## config.mk

```make
export PLATFORM = sky130hd
export DESIGN_NAME = rr_arbiter8_flat
export DESIGN_NICKNAME = d
export VERILOG_FILES = /design/src/rtl/rr_arbiter8_pkg.sv /design/src/rtl/rr_arbiter8_if.sv /design/src/rtl/rr_arbiter8_prio_enc.sv /design/src/rtl/rr_arbiter8.sv /design/src/flat_wrapper.sv
export SDC_FILE = /design/constraint.sdc
export NUM_CORES = 1
export LEC_CHECK = 0
export ABC_AREA = 1
export BUFFER_PORTS_ARGS = -buffer_cell sky130_fd_sc_hd__buf_2
export CAP_MARGIN = 40
export CORE_UTILIZATION = 58
export DETAILED_ROUTE_END_ITERATION = 10
export PLACE_DENSITY = 0.95
export SYNTH_ARGS = -nofsm -noshare
export SYNTH_HDL_FRONTEND = slang
export SYNTH_SLANG_ARGS = --single-unit
export TNS_END_PERCENT = 50
```

## constraint.sdc

```tcl
create_clock -name clk -period 3.86 [get_ports clk]
set_input_delay 0.386 -clock clk [delete_from_list [all_inputs] [get_ports clk]]
set_output_delay 0.386 -clock clk [all_outputs]
set_load 0.05 [all_outputs]
```

## src/rtl/rr_arbiter8_pkg.sv

```systemverilog
// Shared types and constants for the rr_arbiter8 round-robin arbiter.
package arb_pkg;

    localparam int ARB_N   = 8;
    localparam int ARB_IDW = 3;

    typedef enum logic {
        ARB_IDLE,
        ARB_GRANT
    } arb_state_e;

    function automatic logic [ARB_N-1:0] id_to_onehot(input logic [ARB_IDW-1:0] id);
        return ARB_N'(1) << id;
    endfunction

endpackage

```

## src/rtl/rr_arbiter8_if.sv

```systemverilog
// Request/grant bundle between the requesters (master) and the arbiter (slave).
interface rr_arbiter8_if;
    import arb_pkg::*;

    logic [ARB_N-1:0]   req;
    logic [ARB_N-1:0]   gnt;
    logic [ARB_IDW-1:0] gnt_id;
    logic               gnt_valid;
    logic               timeout_evt;

    modport master (
        output req,
        input  gnt, gnt_id, gnt_valid, timeout_evt
    );

    modport slave (
        input  req,
        output gnt, gnt_id, gnt_valid, timeout_evt
    );

endinterface

```

## src/rtl/rr_arbiter8_prio_enc.sv

```systemverilog
// 8-to-3 priority encoder: the highest set input bit wins; valid when any bit is set.
module prio_enc_8to3
    import arb_pkg::*;
(
    input  logic [ARB_N-1:0]   in_i,
    output logic [ARB_IDW-1:0] out_o,
    output logic               valid_o
);

    // NOTE: out_o is defaulted before the loop so every path assigns it and no latch is inferred.
    always_comb begin
        out_o   = '0;
        valid_o = |in_i;
        for (int i = 0; i < ARB_N; i++) begin
            if (in_i[i]) out_o = ARB_IDW'(i);
        end
    end

endmodule

```

## src/rtl/rr_arbiter8.sv

```systemverilog
// 8-requester round-robin arbiter with grant hold until release.
// Optional forced hand-over after MAX_HOLD cycles when ARB_TIMEOUT_EN is defined.
module rr_arbiter8
    import arb_pkg::*;
#(
    parameter int MAX_HOLD = 16,
    parameter int CNT_W    = 5
) (
    input  logic          clk,
    input  logic          rst_n,
    rr_arbiter8_if.slave  bus
);

    if (MAX_HOLD < 1 || MAX_HOLD > (1 << CNT_W) - 1) begin : g_bad_cfg
        $error("rr_arbiter8: CNT_W too narrow for MAX_HOLD");
    end

    arb_state_e         state_q, state_d;
    logic [ARB_N-1:0]   gnt_q, gnt_d;
    logic [ARB_IDW-1:0] gnt_id_q, gnt_id_d;
    logic [ARB_IDW-1:0] last_id_q, last_id_d;
    logic               timeout_q, timeout_d;

    logic [ARB_N-1:0]   arb_req;
    logic [ARB_N-1:0]   low_req;
    logic [ARB_IDW-1:0] low_id, full_id, win_id;
    logic               low_vld, full_vld, win_vld;
    logic               load;

    // The current owner is masked out so it can never win on its own release or timeout edge.
    always_comb begin
        arb_req = bus.req;
        if (state_q == ARB_GRANT) arb_req = bus.req & ~gnt_q;
        low_req = arb_req & ((ARB_N'(1) << last_id_q) - ARB_N'(1));
    end

    prio_enc_8to3 u_enc_low (
        .in_i    (low_req),
        .out_o   (low_id),
        .valid_o (low_vld)
    );

    prio_enc_8to3 u_enc_full (
        .in_i    (arb_req),
        .out_o   (full_id),
        .valid_o (full_vld)
    );

    assign win_id  = low_vld ? low_id : full_id;
    assign win_vld = full_vld;

`ifdef ARB_TIMEOUT_EN
    logic [CNT_W-1:0] hold_cnt_q, hold_cnt_d;
`endif

    always_comb begin
        state_d   = state_q;
        gnt_d     = gnt_q;
        gnt_id_d  = gnt_id_q;
        last_id_d = last_id_q;
        timeout_d = 1'b0;
        load      = 1'b0;

        unique case (state_q)
            ARB_IDLE: begin
                if (win_vld) load = 1'b1;
            end
            ARB_GRANT: begin
                if (!bus.req[gnt_id_q]) begin
                    if (win_vld) begin
                        load = 1'b1;
                    end else begin
                        state_d = ARB_IDLE;
                        gnt_d   = '0;
                    end
                end
`ifdef ARB_TIMEOUT_EN
                else if (hold_cnt_q == CNT_W'(MAX_HOLD - 1) && win_vld) begin
                    load      = 1'b1;
                    timeout_d = 1'b1;
                end
`endif
            end
            default: state_d = ARB_IDLE;
        endcase

        if (load) begin
            state_d   = ARB_GRANT;
            gnt_d     = id_to_onehot(win_id);
            gnt_id_d  = win_id;
            last_id_d = win_id;
        end
    end

`ifdef ARB_TIMEOUT_EN
    // Saturates at MAX_HOLD-1 so a late-arriving requester still triggers the hand-over.
    always_comb begin
        hold_cnt_d = hold_cnt_q;
        if (load) begin
            hold_cnt_d = '0;
        end else if (state_q == ARB_GRANT && hold_cnt_q != CNT_W'(MAX_HOLD - 1)) begin
            hold_cnt_d = hold_cnt_q + CNT_W'(1);
        end
    end

    always_ff @(posedge clk) begin
        if (!rst_n) hold_cnt_q <= '0;
        else        hold_cnt_q <= hold_cnt_d;
    end
`endif

    // NOTE: sequential state uses non-blocking assignments so all registers update together.
    always_ff @(posedge clk) begin
        if (!rst_n) begin
            state_q   <= ARB_IDLE;
            gnt_q     <= '0;
            gnt_id_q  <= '0;
            last_id_q <= '0;
            timeout_q <= 1'b0;
        end else begin
            state_q   <= state_d;
            gnt_q     <= gnt_d;
            gnt_id_q  <= gnt_id_d;
            last_id_q <= last_id_d;
            timeout_q <= timeout_d;
        end
    end

    assign bus.gnt         = gnt_q;
    assign bus.gnt_id      = gnt_id_q;
    assign bus.gnt_valid   = |gnt_q;
    assign bus.timeout_evt = timeout_q;

endmodule
```

## src/flat_wrapper.sv

```systemverilog
// flat-port wrapper written by rule: the top's interface ports become plain ports
module rr_arbiter8_flat import arb_pkg::*;
#(
    parameter int MAX_HOLD = 16,
    parameter int CNT_W    = 5
)
  (clk, rst_n, bus_req, bus_gnt, bus_gnt_id, bus_gnt_valid, bus_timeout_evt);
  rr_arbiter8_if bus_i ();
  input  logic clk;
  input  logic rst_n;
  input wire logic [$bits(bus_i.req)-1:0] bus_req;
  output wire logic [$bits(bus_i.gnt)-1:0] bus_gnt;
  output wire logic [$bits(bus_i.gnt_id)-1:0] bus_gnt_id;
  output wire logic [$bits(bus_i.gnt_valid)-1:0] bus_gnt_valid;
  output wire logic [$bits(bus_i.timeout_evt)-1:0] bus_timeout_evt;
  assign bus_i.req = bus_req;
  assign bus_gnt = bus_i.gnt;
  assign bus_gnt_id = bus_i.gnt_id;
  assign bus_gnt_valid = bus_i.gnt_valid;
  assign bus_timeout_evt = bus_i.timeout_evt;
  rr_arbiter8 #(.MAX_HOLD(MAX_HOLD), .CNT_W(CNT_W)) u_core (.clk(clk), .rst_n(rst_n), .bus(bus_i));
endmodule
```

==> results.json, run 1 <==
{
  "wl_met2_um": 1340,
  "clk_pin_slew_ps": 80,
  "htreeDepth": 1,
  "finalNetCount": 204,
  "cts_tree": "done",
  "layout.cells.non_filler": 216,
  "worstPathRequired_ps": 4070,
  "dp_slack_ps": 1640,
  "synth_top_family_by_area": "simple AND/OR/NAND/NOR gates",
  "syn-num-nets": 184,
  "worst_slack_ps": 1600,
  "worstHoldPathType": "input pin to register",
  "die_w_um": 46.2,
  "yosys.area.top_type_share_pct": 21.2,
  "clock_skew_ps": 9.69,
  "synth_cells": 173,
  "netlist_area_um2": 1130,
  "power.total_mw": 1.27,
  "die_h_um": 46.2,
  "clock_sinks": 12,
  "grt_max_degree": 13,
  "max-clock-path-buffers": 2,
  "synth.area.mux_share_pct": 0,
  "drive_gt1_share_pct": 33.0,
  "reg2reg_from": "u_core.bus.gnt_id[1]",
  "core_area_um2": 1780,
  "dieArea_um2": 2130,
  "row_count": 15,
  "period_needed_ps": 2260,
  "cp_slowest_stage_delay_ps": 700,
  "cp_top_family": "simple AND/OR/NAND/NOR gates",
  "p_leak_nw": 0.647,
  "drt_wl_total_um": 2760,
  "rr_endpoint": "u_core.bus.gnt[1]",
  "max-vdd-ir-drop_v": 0.000659,
  "placed_cells": 213,
  "synthAdderAreaFrac_pct": 1.10,
  "layout_common_cells": "nand2_1, nand3_1, buf_2, inv_1, nand2_2",
  "synth_area_leaders": "dfxtp_1, nand2_1, nand3_1, nand2_2, a21oi_1",
  "fmax_mhz": 443,
  "antenna_found_initial": 0,
  "synthSimpleGateAreaFrac_pct": 52.9,
  "synth_compound_area_share_pct": 10.6,
  "wl_met1_um": 1130,
  "dp_hpwl_um": 2190,
  "cts_buffers": 3,
  "min-delay-start": "rst_n",
  "drt_first_pass_iters": 4,
  "p_per_area_nw_per_um2": 1020,
  "r2r_slack_ps": 1600,
  "yosysTopAreaCell": "dfxtp_1",
  "wl_per_cell_um": 12.8,
  "crit_path_start_kind": "register",
  "grt_pass1_vias": 1054,
  "dr_wl_met3_um": 253,
  "status": "completed",
  "cp_data_arrival_time_ps": 2460,
  "root_buffer": "clkbuf_4",
  "multi_input_area_um2": 736,
  "crit_fanout": 11,
  "areaGrowthSynthToFinish_pct": 9.06,
  "min_to": "u_core.bus.gnt[5]",
  "critPathKind": "register to register",
  "portBuffers": 21,
  "remaining_drc_errors": 0,
  "highest_layer": "met4",
  "fillers": 145,
  "avgSynthCellArea_um2": 6.55,
  "yosysWarningCount": 0,
  "layout_commonest_cell": "nand2_1",
  "ys_seq_area_share_pct": 21.2,
  "holdBufCountCts": 0,
  "rsz0062_at_grt": "no",
  "slew_headroom_pct": 59.8,
  "n_antenna_cell": 0,
  "critical-path-slowest-cell": "dfxtp_1",
  "ff2ff_path_depth": 13,
  "ctsResizeCount": 0,
  "ant_nets": 0,
  "viasPerCell": 5.51,
  "synth_xor_xnor_area_share_pct": 0,
  "cp_common_cell": "nand3_1",
  "setup_viol": 0,
  "critPathLaunch": "u_core.bus.gnt_id[1]",
  "hold_depth": 3,
  "cap_violations": 0,
  "clock_latency_ps": 280,
  "yosys_register_bits": 12,
  "cts_setup_buffers": 0,
  "grt_use_total_pct": 28.8,
  "sequential_cell_area_um2": 240,
  "slew_viol_final": 0,
  "vias": 1191,
  "crit_path_end_kind": "register",
  "min_period_over_period_pct": 58.5,
  "synth_cell_types": 28,
  "pin_count": 23,
  "critPathBufInv": 2,
  "grt-ovfl-total": 0,
  "fin_tns_setup_ps": 0,
  "hold_viol_final": 0,
  "start_util_pct": 63.5,
  "grt_pass1_wl_um": 4400,
  "drt-initial-drc-count": 55,
  "tightest_slew_ps": 602,
  "crit_chain": "inv_4 > nand3_1 > ha_1 > nand4_1 > nand2_1 > inv_1 > nand2_2 > nand3_1 > nor2_4 > nand2_4 > nand2_4 > nand3_1 > a21oi_1",
  "gp_congestion": 1.00
}
[flip-flops by register name (all words and copies together), names as in the netlist]
signal             count
u_core.bus.gnt         8
u_core.bus.gnt_id      3
u_core.state_q         1
[synth_stat cells]
library cell	n
a211oi_1	1
a21oi_1	11
a21oi_2	3
a31oi_1	1
buf_4	1
buf_6	4
clkbuf_1	1
conb_1	1
dfxtp_1	12
ha_1	1
inv_1	14
inv_2	7
inv_4	2
inv_6	1
nand2_1	49
nand2_2	13
nand2_4	3
nand3_1	23
nand3_2	3
nand3_4	1
nand3b_2	1
nand4_1	8
nor2_4	3
nor2_8	1
nor3_2	1
nor4_1	2
o21ai_0	3
o21ai_1	2
[area by class of cell]
class / instances / area share [%]
clock buffers: 3 / 1.82
inverters: 24 / 8.11
multi-input cells: 131 / 59.6
flip-flops and latches: 12 / 19.5
well taps: 25 / 2.53
repair buffers: 21 / 8.51
[per-stage QoR]
step	cell area, um^2	hold WS [ps]	utilization, %
6_report	1230	529	69.3
3_3_place_gp	1210	505	68.0
2_1_floorplan	1130	622	-
5_1_grt	1230	551	69.3
4_1_cts	1230	520	69.3
3_5_place_dp	1210	518	68.0
[how the worst max path moves through the flow]
stage | slack, ps | depth (start not counted) | end
after floorplan | 1730 | 14 | u_core.bus.gnt[1]
after global placement | 1670 | 13 | u_core.bus.gnt[3]
after detailed placement | 1640 | 13 | u_core.bus.gnt[1]
after CTS | 1620 | 13 | u_core.bus.gnt[1]
after global routing | 1410 | 13 | u_core.bus.gnt[1]
final | 1600 | 13 | u_core.bus.gnt[1]
[worst register-to-register path, cell delays in order, from the launching register on]
cell and delay [ps]:
dfxtp_1 700, inv_4 90, nand3_1 90, ha_1 270
nand4_1 120, nand2_1 120, inv_1 50, nand2_2 80
nand3_1 120, nor2_4 150, nand2_4 90, nand2_4 100
nand3_1 70, a21oi_1 130
[cell families after synthesis]
group / count (synthesis)
compound gates: 21
fa+ha+maj: 1
buf+inv: 30
flops: 12
other cells: 1
simple gates: 108
[where the power goes]
part / switching [mW] / total, mW / internal (mW) / leakage (nW)
Combinational: 0.660 / 0.938 / 0.277 / 0.534
Clock: 0.0429 / 0.0792 / 0.0363 / 0.0138
Sequential: 0.0822 / 0.248 / 0.166 / 0.0985
Total: 0.785 / 1.27 / 0.480 / 0.647
[routing by layer]
layer  global-route usage, %  vias up
met5                       0        -
met1                    35.1      518
li1                        -      604
met4                    11.2        0
met3                    5.49        6
met2                    49.3       63
No activity file was read; power rests on OpenSTA's default activity.
==> run 2: changes to the inputs <==
- CORE_UTILIZATION: 58 -> 49
- PLACE_DENSITY: 0.95 -> 0.87
- clock period: 3.86 -> 1.95 ns (I/O delays scaled with it)
==> run 2 against run 1 <==
Compared with the run above: critical path depth decreased by 3; critical endpoint is now u_core.bus.gnt[4]; clock power increased by 100%; hold slack got worse by 170 ps; non-clock buffer count increased by 6; largest cell class unchanged.
==> results.json, run 2 (synthesis results as in run 1) <==
{
  "status": "completed",
  "dieArea_um2": 2510,
  "grt-ovfl-total": 0,
  "clk_pin_slew_ps": 70,
  "hold_viol_final": 0,
  "setup_viol": 0,
  "fmax_mhz": 540,
  "grt_pass1_vias": 1110,
  "htreeDepth": 1,
  "core_area_um2": 2190,
  "reg2reg_from": "u_core.bus.gnt_id[1]",
  "layout_commonest_cell": "nand2_1",
  "die_w_um": 50.1,
  "cap_violations": 0,
  "wl_met2_um": 1490,
  "clock_sinks": 12,
  "min_period_over_period_pct": 95.0,
  "drt_first_pass_iters": 4,
  "dr_wl_met3_um": 191,
  "root_buffer": "clkbuf_4",
  "n_antenna_cell": 0,
  "cp_data_arrival_time_ps": 2050,
  "drt-initial-drc-count": 41,
  "max-clock-path-buffers": 2,
  "crit_path_start_kind": "register",
  "p_leak_nw": 0.696,
  "row_count": 17,
  "drive_gt1_share_pct": 38.9,
  "postPlaceCellArea_um2": 1250,
  "min_to": "u_core.bus.gnt[6]",
  "wl_per_cell_um": 13.2,
  "ff2ff_path_depth": 10,
  "viasPerCell": 5.46,
  "clock_latency_ps": 270,
  "areaGrowthSynthToFinish_pct": 18.8,
  "r2r_slack_ps": 100,
  "power.total_mw": 2.72,
  "cts_buffers": 3,
  "drt_wl_total_um": 2970,
  "ant_nets": 0,
  "grt_pass1_wl_um": 4720,
  "antenna_found_initial": 0,
  "worstPathRequired_ps": 2150,
  "die_h_um": 50.1,
  "cts_tree": "done",
  "utilization_pct": 61.4,
  "fillers": 222,
  "final_area_um2": 1350,
  "hold_depth": 3,
  "critPathKind": "register to register",
  "gp_congestion": 0.964,
  "highest_layer": "met4",
  "vias": 1235,
  "wl_met1_um": 1200,
  "finalNetCount": 210,
  "largest_reg_flops": 8,
  "clock_skew_ps": 7.13,
  "p_per_area_nw_per_um2": 2020,
  "layout_common_cells": "nand2_1, buf_2, nand3_1, inv_1, nand2_2",
  "start_util_pct": 51.7,
  "rr_endpoint": "u_core.bus.gnt[4]",
  "crit_path_end_kind": "register",
  "pin_count": 23,
  "min-delay-start": "rst_n",
  "dp_hpwl_um": 2290,
  "slew_viol_final": 0,
  "grt_max_degree": 13,
  "remaining_drc_errors": 0,
  "portBuffers": 21,
  "crit_fanout": 6,
  "worstHoldPathType": "input pin to register",
  "grt_use_total_pct": 24.7,
  "period_needed_ps": 1850,
  "max-vdd-ir-drop_v": 0.00182
}
## run 2: cell types whose count changed in the layout (fill, tap and decap cells not counted), sizes merged
cell	delta
clkbuf	+1
buf	+6
## run 2: final cells by class
cell class | count | area [um^2] | area share, %
Timing Repair Buffer | 27 | 150 | 11.2
Clock buffer | 4 | 26.3 | 1.95
Inverter | 24 | 100 | 7.44
Multi-Input combinational cell | 131 | 785 | 58.3
Tap cell | 28 | 35.0 | 2.60
Sequential cell | 12 | 249 | 18.5
## run 2: power breakdown
part	switching (mW)	leakage [nW]	internal [mW]
registers	0.130	0.0999	0.341
logic	1.42	0.581	0.671
clock network	0.0796	0.0150	0.0793
## run 2: what timing repair did
| action | 4_1_cts | 5_1_grt |
|---|---|---|
| endpoints found under the setup margin | 0 | 11 |
| endpoints found under the hold margin | 0 | 0 |
| buffers inserted | 0 | 2 |
| hold buffers | 0 | 0 |
| gates resized for setup | 0 | 9 |
## run 2: critical path, cell delays in order, from the launching register on
cell,delay (ps)
dfxtp_4,390
nor2_8,140
nand2_4,70
ha_4,260
nand3b_4,120
nand2_2,60
inv_2,70
nand4_1,160
a21oi_2,260
nand4_1,130
a21oi_1,130
## run 2: worst max path at each step
stage,from,endpoint,slack (ps),cells past startpoint
3_3_place_gp,u_core.bus.gnt_id[0],u_core.bus.gnt[2],70,11
6_report,u_core.bus.gnt_id[1],u_core.bus.gnt[4],100,10
5_1_grt,u_core.bus.gnt_id[1],u_core.bus.gnt[4],-30,10
4_1_cts,u_core.bus.gnt_id[0],u_core.bus.gnt[0],20,11
2_1_floorplan,u_core.bus.gnt_id[2],u_core.bus.gnt[1],8,14
3_5_place_dp,u_core.bus.gnt_id[0],u_core.bus.gnt[0],50,11
## run 2: metrics by stage
step / std cells / hold WS [ps] / TNS, ps / setup slack [ps]
after floorplan: 173 / 421 / 0 / 8.01
after global placement: 220 / 506 / 0 / 67.8
after detailed placement: 220 / 512 / 0 / 53.7
after CTS: 224 / 346 / 0 / 17.7
after global routing: 226 / 402 / -66.4 / -33.7
final: 226 / 363 / 0 / 97.1
## run 2: layer usage
layer | vias up | global-route usage, %
li1 | 617 | -
met5 | - | 0
met1 | 553 | 28.2
met3 | 15 | 3.09
met4 | 0 | 10.5
met2 | 50 | 44.9
